**config.mk**
```make
export PLATFORM = sky130hd
export DESIGN_NAME = serial_frame_sequencer
export DESIGN_NICKNAME = d
export VERILOG_FILES = /design/src/rtl/serial_frame_sequencer.sv
export SDC_FILE = /design/constraint.sdc
export NUM_CORES = 1
export LEC_CHECK = 0
export BUFFER_PORTS_ARGS = -buffer_cell sky130_fd_sc_hd__buf_4
export CAP_MARGIN = 20
export CORE_MARGIN = 2
export CORE_UTILIZATION = 28
export DETAILED_ROUTE_END_ITERATION = 8
export SYNTH_ARGS = -nofsm -noshare
export SYNTH_HDL_FRONTEND = slang
export SYNTH_SLANG_ARGS = --single-unit
```
**constraint.sdc**
```tcl
create_clock -name CLK -period 3.9 [get_ports CLK]
set_clock_uncertainty 0.15 [all_clocks]
set_input_delay 0.78 -clock CLK [delete_from_list [all_inputs] [get_ports CLK]]
set_output_delay 0.78 -clock CLK [all_outputs]
set_load 0.02 [all_outputs]
```
**src/rtl/serial_frame_sequencer.sv**
```systemverilog
// serial_frame_sequencer
//   Receives serial frames of the form
//   start(1) | length (LEN_W bits, MSB first) | length+1 data bits | even parity.
//   The data bits themselves are captured by an external shift register;
//   this block only sequences the frame and raises shEn during the data bits.
//
// Ports
//   CLK     in   rising-edge clock for all state
//   RST     in   synchronous active-high reset
//   serIn   in   serial line, sampled on every rising CLK edge
//   rdAck   in   consumer acknowledge of a completed frame (used in DONE only)
//   shEn    out  shift enable for the external data register (high in DATA)
//   Done    out  frame complete, held until rdAck
//   parErr  out  parity error of the last completed frame
//   frmLen  out  length field of the last completed frame
//   busy    out  high whenever the sequencer is not idle
module serial_frame_sequencer #(
  parameter int LEN_W = 3
) (
  input  logic             CLK,
  input  logic             RST,
  input  logic             serIn,
  input  logic             rdAck,
  output logic             shEn,
  output logic             Done,
  output logic             parErr,
  output logic [LEN_W-1:0] frmLen,
  output logic             busy
);

  localparam logic [2:0] IDLE = 3'd0;
  localparam logic [2:0] LEN  = 3'd1;
  localparam logic [2:0] DATA = 3'd2;
  localparam logic [2:0] PAR  = 3'd3;
  localparam logic [2:0] DONE = 3'd4;

  localparam logic [LEN_W-1:0] CNT_ZERO = {LEN_W{1'b0}};
  localparam logic [LEN_W-1:0] CNT_ONE  = LEN_W'(1);
  localparam logic [LEN_W-1:0] LEN_LAST = LEN_W'(LEN_W - 1);

  // One step of the even-parity accumulation.
  function automatic logic parityStep(input logic acc, input logic bitIn);
    return acc ^ bitIn;
  endfunction

  logic [2:0]       state_r;
  logic [2:0]       nextState_s;
  logic [LEN_W-1:0] lenShift_r;
  logic [LEN_W-1:0] cnt_r;
  logic             runXor_r;
  logic [LEN_W:0]   lenWide_s;
  logic [LEN_W-1:0] lenNext_s;

  // Length register after shifting in the current bit; on the last LEN cycle
  // this is the complete length field, used to load the data counter.
  assign lenWide_s = {lenShift_r, serIn};
  assign lenNext_s = lenWide_s[LEN_W-1:0];

  // Next-state decode; cnt_r counts down to zero in both LEN and DATA.
  always_comb begin
    nextState_s = state_r;
    case (state_r)
      IDLE: begin
        if (serIn) begin
          nextState_s = LEN;
        end else begin
          nextState_s = IDLE;
        end
      end
      LEN: begin
        if (cnt_r == CNT_ZERO) begin
          nextState_s = DATA;
        end else begin
          nextState_s = LEN;
        end
      end
      DATA: begin
        if (cnt_r == CNT_ZERO) begin
          nextState_s = PAR;
        end else begin
          nextState_s = DATA;
        end
      end
      PAR: begin
        nextState_s = DONE;
      end
      DONE: begin
        if (rdAck) begin
          nextState_s = IDLE;
        end else begin
          nextState_s = DONE;
        end
      end
      default: begin
        nextState_s = IDLE;
      end
    endcase
  end

  // State, datapath and registered outputs. Outputs are decoded from the
  // next state so they are valid in the same cycle the state is entered.
  always_ff @(posedge CLK) begin
    if (RST) begin
      state_r    <= IDLE;
      lenShift_r <= CNT_ZERO;
      cnt_r      <= CNT_ZERO;
      runXor_r   <= 1'b0;
      shEn       <= 1'b0;
      Done       <= 1'b0;
      busy       <= 1'b0;
      parErr     <= 1'b0;
      frmLen     <= CNT_ZERO;
    end else begin
      state_r <= nextState_s;
      shEn    <= (nextState_s == DATA);
      Done    <= (nextState_s == DONE);
      busy    <= (nextState_s != IDLE);
      case (state_r)
        IDLE: begin
          if (serIn) begin
            cnt_r      <= LEN_LAST;
            lenShift_r <= CNT_ZERO;
            runXor_r   <= 1'b0;
          end
        end
        LEN: begin
          lenShift_r <= lenNext_s;
          // Counter reloads with the length so DATA lasts length+1 cycles;
          // all-ones length counts down from max without wrapping.
          if (cnt_r == CNT_ZERO) begin
            cnt_r <= lenNext_s;
          end else begin
            cnt_r <= cnt_r - CNT_ONE;
          end
        end
        DATA: begin
          runXor_r <= parityStep(runXor_r, serIn);
          if (cnt_r != CNT_ZERO) begin
            cnt_r <= cnt_r - CNT_ONE;
          end
        end
        PAR: begin
          parErr <= parityStep(runXor_r, serIn);
          frmLen <= lenShift_r;
        end
        DONE: begin
          // serIn ignored until acknowledged
        end
        default: begin
          // unreachable encodings fall back to IDLE via nextState_s
        end
      endcase
    end
  end

endmodule

```
== Word level (Yosys, flattened, before mapping) ==
Cells that the tools add are included.
Operators by class
  order comparisons: 0
  bitwise operators: 1
  reduce and logical (&&, ||, !) cells: 10
  shifts and indexed selects: 0
  $mul: 0
  add/sub/neg operators: 1
  mux-type cells: 13
  eq/ne operators: 8
  div/mod/pow operators: 0
Operators by type and width (count)
  2-to-1 mux 3 bit: 5
  one-hot mux 3 bit (5 select lines): 1
  equality test 3 x 2 -> 1 bit (second input constant): 3
  one-hot mux 3 bit (3 select lines): 1
  nonzero test 3 bit: 3
  equality test 3 bit (second input constant): 2
  zero test 3 bit: 2
  one-hot mux 3 bit (2 select lines): 1
  inequality test 2 bit (second input constant): 2
  AND reduction 2 bit: 2
  nonzero test 2 bit: 2
  equality test 3 x 1 -> 1 bit (second input constant): 1
  2-to-1 mux 1 bit: 3
  AND reduction 3 bit: 1
  subtractor 3 x 1 -> 3 bit (second input constant): 1
  2-to-1 mux 2 bit: 1
  one-hot mux 1 bit (2 select lines): 1
  XOR 1 bit: 1
Word-level totals
  input bits: 4
  word-level logic and storage cells: 42
  bits in latches: 0
  output and inout bits: 7
  flip-flop bits (word level): 17
  ROM bits: 0
  memories: 0
  memory bits (writable): 0

== Longest topological paths before layout ==
Gate-level depths: netlist of run 1.
  depth in word-level cells: 4
  mapped depth: 6
  gate-level depth less buffers: 6

== Worst setup path after synthesis of run 1 ==
OpenSTA, ideal clock, no wires.
  kind: input to register
  start: input serIn
  end: register lenShift_r[1]
  library setup time: 0.128 ns
  setup slack: 2.072 ns
  data arrival time: 1.550 ns
  stages on the path: 5
  cell sequence: buf_2 > nor2_1 > or3_1 > a22oi_1 > nor2_1
On the way
  word-level cells in the longest chain between the ends: 2
Ends and longest elaborated chain
  start, declared: RTL line 22  | input logic serIn,
  inequality test 2 bit (no source line)
  AND reduction 2 bit (no source line)
  end signal, assigned: RTL line 127  | lenShift_r <= lenNext_s;
  end, declared: RTL line 48  | logic [LEN_W-1:0] lenShift_r;
No other way between the ends.
A chain may end at the register's enable or synchronous reset.

== Final worst setup path of run 1 ==
  start: register frmLen[0]
  end: output frmLen[0]
RTL lines
  start, declared: RTL line 27  | output logic [LEN_W-1:0] frmLen,
  start signal, assigned: RTL line 144  | frmLen <= lenShift_r;
No word-level cell between the ends.

==> results.yml, run 1 <==
clock_tree:
  root_buffer: "clkbuf_4"
  cts_resized: 0
  cts_buffer_depth: 2
  cts_setup_buffers: 0
  cts_tree: "done"
  path_clk_slew_ns: 0.10
  numCtsBuffers: 3
  clk-insertion-delay-late_ns: 0.30
  cts_max_level: 1
  cts_sinks: 17
  holdBufCountCts: 0
power:
  p_per_area_nw_per_um2: 664
  peakVddDrop_uv: 257
  p_leak_nw: 0.381
finish:
  final_cell_mix: "dfxtp_1 (17), a21oi_1 (12), nor2_1 (11)"
  fill_cells: 286
  multiInputGateArea_um2: 412
  layout_commonest_cell: "dfxtp_1"
  syn_to_final_growth_pct: 13.6
  finalNetCount: 109
  diodes: 0
  drive_above_1_share: 0.176
  regArea_um2: 340
worst_setup_path:
  rrSetupSlack_ns: 2.19
  start_kind: "flop"
  cpPeakStageDelay_ns: 0.35
  worstPathRequired_ns: 2.97
  cp.arrival_ns: 0.79
  path_max_fanout: 2
  reg2regPathDepth: 4
  r2r_end: "cnt_r[2]"
  cp_slowest_cell: "dfxtp_1"
  cp_num_buf_inv: 1
  reg2reg_from: "state_r[1]"
  crit_type: "reg2out"
  end_kind: "output pin"
  cp_cell_sequence: "buf_4"
  crit_family: "flip-flops"
global_route:
  grt_pass1_wl_mm: 2.77
  grt_pass1_vias: 610
  grt_max_degree: 16
  grt_antenna_before_repair: 0
  grt.overflow.total: 0
  track_usage: 0.109
yosys:
  yosysUniqueCellTypes: 32
  ys_seq_area_frac: 0.424
  ys.flop_type: "dfxtp_1"
  synth_edf_count: 0
  syn_inst: 93
  syn-cell-area_um2: 802
  syn_nets: 99
  async_flop_share: 0
  synth.yosys.warnings: 0
  avgSynthCellArea_um2: 8.62
  ys_seq_elements: 17
routing:
  finalWirelength_mm: 1.64
  wire_per_inst_um: 12.4
  via_count: 704
  drc: 0
  ant_nets: 0
  drtIter0Drc: 14
  viasPerCell: 5.29
  dr.pass1.iters: 4
worst_hold_path:
  hold_start: "parErr"
  hold_path_depth: 2
  min_to: "parErr"
  hold_class: "reg2reg"
floorplanning:
  die_height_um: 57.5
  die_w_um: 57.5
  io_pins: 11
  core_area_um2: 2730
  start_util: 0.293
  std_cell_rows: 19
  fp.dieArea_um2: 3310
timing:
  slew_headroom: 0.692
  period_share: 0.441
  rsz0062_at_grt: "false"
  worst_pin_slew_ns: 0.462
  fin_crit_ns: 1.72
  hold_viol: 0
  fin_setup_tns_ns: 0
  holdWs_ns: 0.354
  fmax_mhz: 581
  final_max_slew_viol_count: 0
  setup_viol: 0
flow_run:
  cap_violations: 0
run_status:
  status: "completed"
placement:
  gp_congestion: 0.836
  dpl.hpwl_mm: 1.15
  io_buffers: 10
[tightest hold or removal path: cells and delay by family, from the launching register on]
kind             cells  cell delay, ns
flip-flops           1            0.34
AND/OR/NAND/NOR      1            0.07
AO/OA/AOI/OAI        1            0.06
[power breakdown]
group	total [mW]	internal [mW]	switching [mW]
Clock	0.0965	0.0382	0.0583
Combinational	0.255	0.114	0.141
Sequential	0.254	0.207	0.0462
[how the worst max path moves through the flow]
stage                          to  cells after the start  slack [ns]  startpoint
detailed placement       cnt_r[2]                      4        2.01         RST
global placement         cnt_r[2]                      4        2.03         RST
CTS                     frmLen[0]                      1        2.17   frmLen[0]
floorplan           lenShift_r[1]                      5        2.07       serIn
finish                  frmLen[0]                      1        2.18   frmLen[0]
global route             cnt_r[2]                      4        2.06  state_r[1]
[registers in the layout, summed over array words and instances (netlist names)]
register and count:
cnt_r 3, frmLen 3, lenShift_r 3, state_r 3, Done 1, busy 1
parErr 1, runXor_r 1, shEn 1
[metal layers]
| layer | share of wire | track usage | vias to the layer above |
|---|---|---|---|
| li1 | - | - | 345 |
| met1 | 0.44 | 0.141 | 337 |
| met2 | 0.52 | 0.177 | 20 |
| met4 | 0.0061 | 0.0698 | 0 |
| met5 | 0 | 0 | - |
| met3 | 0.037 | 0.00680 | 2 |
[through the flow]
stage	power [mW]	utilization	cell area (µm²)	instances	worst slack, ns
5_1_grt	0.660	0.333	911	133	2.06
4_1_cts	0.607	0.333	911	133	2.17
3_5_place_dp	0.509	0.323	883	129	2.01
3_3_place_gp	0.505	0.323	883	129	2.03
2_1_floorplan	0.460	-	802	93	2.07
6_report	0.605	0.333	911	133	2.18
[final cells by class]
cell class | count | share of cell area
Timing Repair Buffer | 10 | 0.0824
Clock inverter | 1 | 0.00549
Inverter | 4 | 0.0192
Tap cell | 31 | 0.0426
Multi-Input combinational cell | 67 | 0.452
Sequential cell | 17 | 0.374
Clock buffer | 3 | 0.0247
[synthesized netlist by cell type, drive strengths merged (2+ instances only)]
master | number | share of area
mux2i | 3 | 0.037
dfxtp | 17 | 0.42
a22oi | 3 | 0.028
a21oi | 12 | 0.075
inv | 4 | 0.022
o21ai | 3 | 0.019
nand2 | 4 | 0.019
buf | 4 | 0.036
nor3 | 4 | 0.025
or3 | 3 | 0.023
ha | 2 | 0.031
or2 | 2 | 0.016
nor2b | 2 | 0.016
nor2 | 11 | 0.051
nand2b | 4 | 0.031
nand3 | 2 | 0.012
[cell families (layout without fill, tap and decap cells)]
family	after synthesis	after routing	synth area share
simple gates	36	36	0.237
fa+ha+maj	2	2	0.0312
flops	17	17	0.424
buf+inv	9	18	0.0624
mux	3	3	0.0374
xor+xnor	2	2	0.0218
compound gates	24	24	0.186
Power figures use the tool's default switching activity.
==> run 2: changes to the inputs <==
Clock period 3.9 ns to 1.39 ns, I/O delays scaled along.
==> run 2 against run 1 <==
Effect of this change:
- die area did not move
- combinational power grew to 5.8 times the previous value
- sequential power increased to 2.8 times the previous value
- power rose to 4.1 times the previous value
- cell count grew 15%
- sequential share of layout area decreased by 8.5 points
- critical path depth grew 3
- utilization rose by 11 points
- global-route usage grew 1.6 points
- design area is 34% higher
- wire length increased by 24%
- critical path type is now reg2reg
==> results.yml, run 2 (same netlist as run 1, synthesis figures left out) <==
run_status:
  status: "completed"
timing:
  slew_headroom: 0.793
  fin_crit_ns: 1.39
  setup_ws_ns: 0.00267
  worst_pin_slew_ns: 0.310
  period_share: 0.998
  holdWs_ns: 0.0913
  fmax_mhz: 721
  rsz0062_at_grt: "true"
  final_max_slew_viol_count: 0
  hold_viol: 0
  setup_viol: 0
floorplanning:
  core_area_um2: 2730
  die_height_um: 57.5
  fp.dieArea_um2: 3310
  die_w_um: 57.5
  start_util: 0.293
  io_pins: 11
  std_cell_rows: 19
power:
  combPwrFrac: 0.600
  p_clk_frac: 0.115
  p_leak_nw: 0.510
  p_per_area_nw_per_um2: 2020
  netSwitchingFraction: 0.398
  p_seq_frac: 0.286
  peakVddDrop_uv: 941
  p_int_mw: 1.49
  switchingPower_mw: 0.987
clock_tree:
  root_buffer: "clkbuf_4"
  cts_tree: "done"
  cts_max_level: 1
  holdBufCountCts: 0
  path_clk_slew_ns: 0.10
  numCtsBuffers: 3
  cts_buffer_depth: 2
  cts_sinks: 17
  clk-insertion-delay-late_ns: 0.31
global_route:
  grt_util_met3: 0.00907
  grt.overflow.total: 0
  grt_pass1_wl_mm: 3.20
  grt_antenna_before_repair: 0
  track_usage: 0.125
  grt_pass1_vias: 783
  met1_usage: 0.134
  met2_usage: 0.234
  grt_max_degree: 15
  top_usage_layer: "met2"
worst_setup_path:
  endpoint: "lenShift_r[0]"
  rrSetupSlack_ns: 0.003
  r2r_end: "lenShift_r[0]"
  critPathLaunch: "state_r[1]"
  reg2regPathDepth: 4
  crit_type: "reg2reg"
  start_kind: "flop"
  reg2reg_from: "state_r[1]"
  end_kind: "flop"
  worstPathRequired_ns: 1.45
  cp.arrival_ns: 1.45
  path_max_fanout: 5
placement:
  dp_cells: 147
  dpl.hpwl_mm: 1.28
  dpl_cell_area_um2: 1020
  io_buffers: 10
  gp_congestion: 0.874
  place_ws_ns: -0.121
routing:
  via_count: 761
  drc: 0
  viasPerCell: 4.97
  drtIter0Drc: 19
  wire_per_inst_um: 13.4
  dr.pass1.iters: 4
  finalWirelength_mm: 2.04
  ant_nets: 0
finish:
  final_util: 0.448
  drive_above_1_share: 0.541
  syn_to_final_growth_pct: 52.7
  finalNetCount: 129
  diodes: 0
  layout_commonest_cell: "buf_4"
  finalInstanceArea_um2: 1220
  instances_no_fill: 153
  final_cell_mix: "buf_4 (28), dfxtp_1 (12), nor2_1 (11)"
worst_hold_path:
  hold_class: "in2reg"
flow_run:
  cap_violations: 0
run 2: worst min-delay path by stage:
stage                     slack [ns]       endpoint  cells past startpoint  startpoint
after floorplan                 0.20     state_r[2]                      1         RST
after global placement          0.32       runXor_r                      2    runXor_r
after detailed placement        0.33       runXor_r                      2    runXor_r
after CTS                       0.09     state_r[2]                      3       rdAck
after global routing            0.11           Done                      3       rdAck
final                           0.09  lenShift_r[0]                      3       serIn
run 2: power by group through the flow:
stage	clock network (mW)	logic, mW	registers [mW]
finish	0.284	1.48	0.708
global placement	0	0.980	0.676
floorplan	0	0.626	0.665
CTS	0.283	1.14	0.695
global route	0.295	1.61	0.724
detailed placement	0	0.989	0.675
run 2: repair_timing:
action                                  CTS  global route
pin swaps                                 3            15
setup buffers                             0             2
resized for setup                        16            23
hold endpoints to repair                  0             0
endpoints found under the setup margin   12             9
run 2: per-layer routing:
metal  part of all wire  up-vias  wire [µm]
met5                  0        -          0
met4              0.028        0         57
met3              0.018        5         37
met2               0.54        9       1100
met1               0.41      360        848
li1                   -      387          -
run 2: metrics by stage:
step | setup TNS [ns] | total power [mW]
3_5_place_dp | -0.536 | 1.66
4_1_cts | 0 | 2.12
3_3_place_gp | -0.335 | 1.66
6_report | 0 | 2.48
5_1_grt | -0.222 | 2.63
2_1_floorplan | 0 | 1.29
run 2: area by class of cell:
type | count | area [µm²]
multi-input cells | 67 | 554
fillers | 261 | 1510
flip-flops and latches | 17 | 354
clock buffers | 3 | 22.5
inverters | 4 | 17.5
well taps | 31 | 38.8
clock inverters | 1 | 5.00
repair buffers | 30 | 233
run 2: worst max-delay path, cell delays in order (launching register included):
cell,delay (ns)
dfxtp_4,0.37
buf_6,0.13
or3_4,0.41
a22oi_2,0.17
nor2_1,0.05
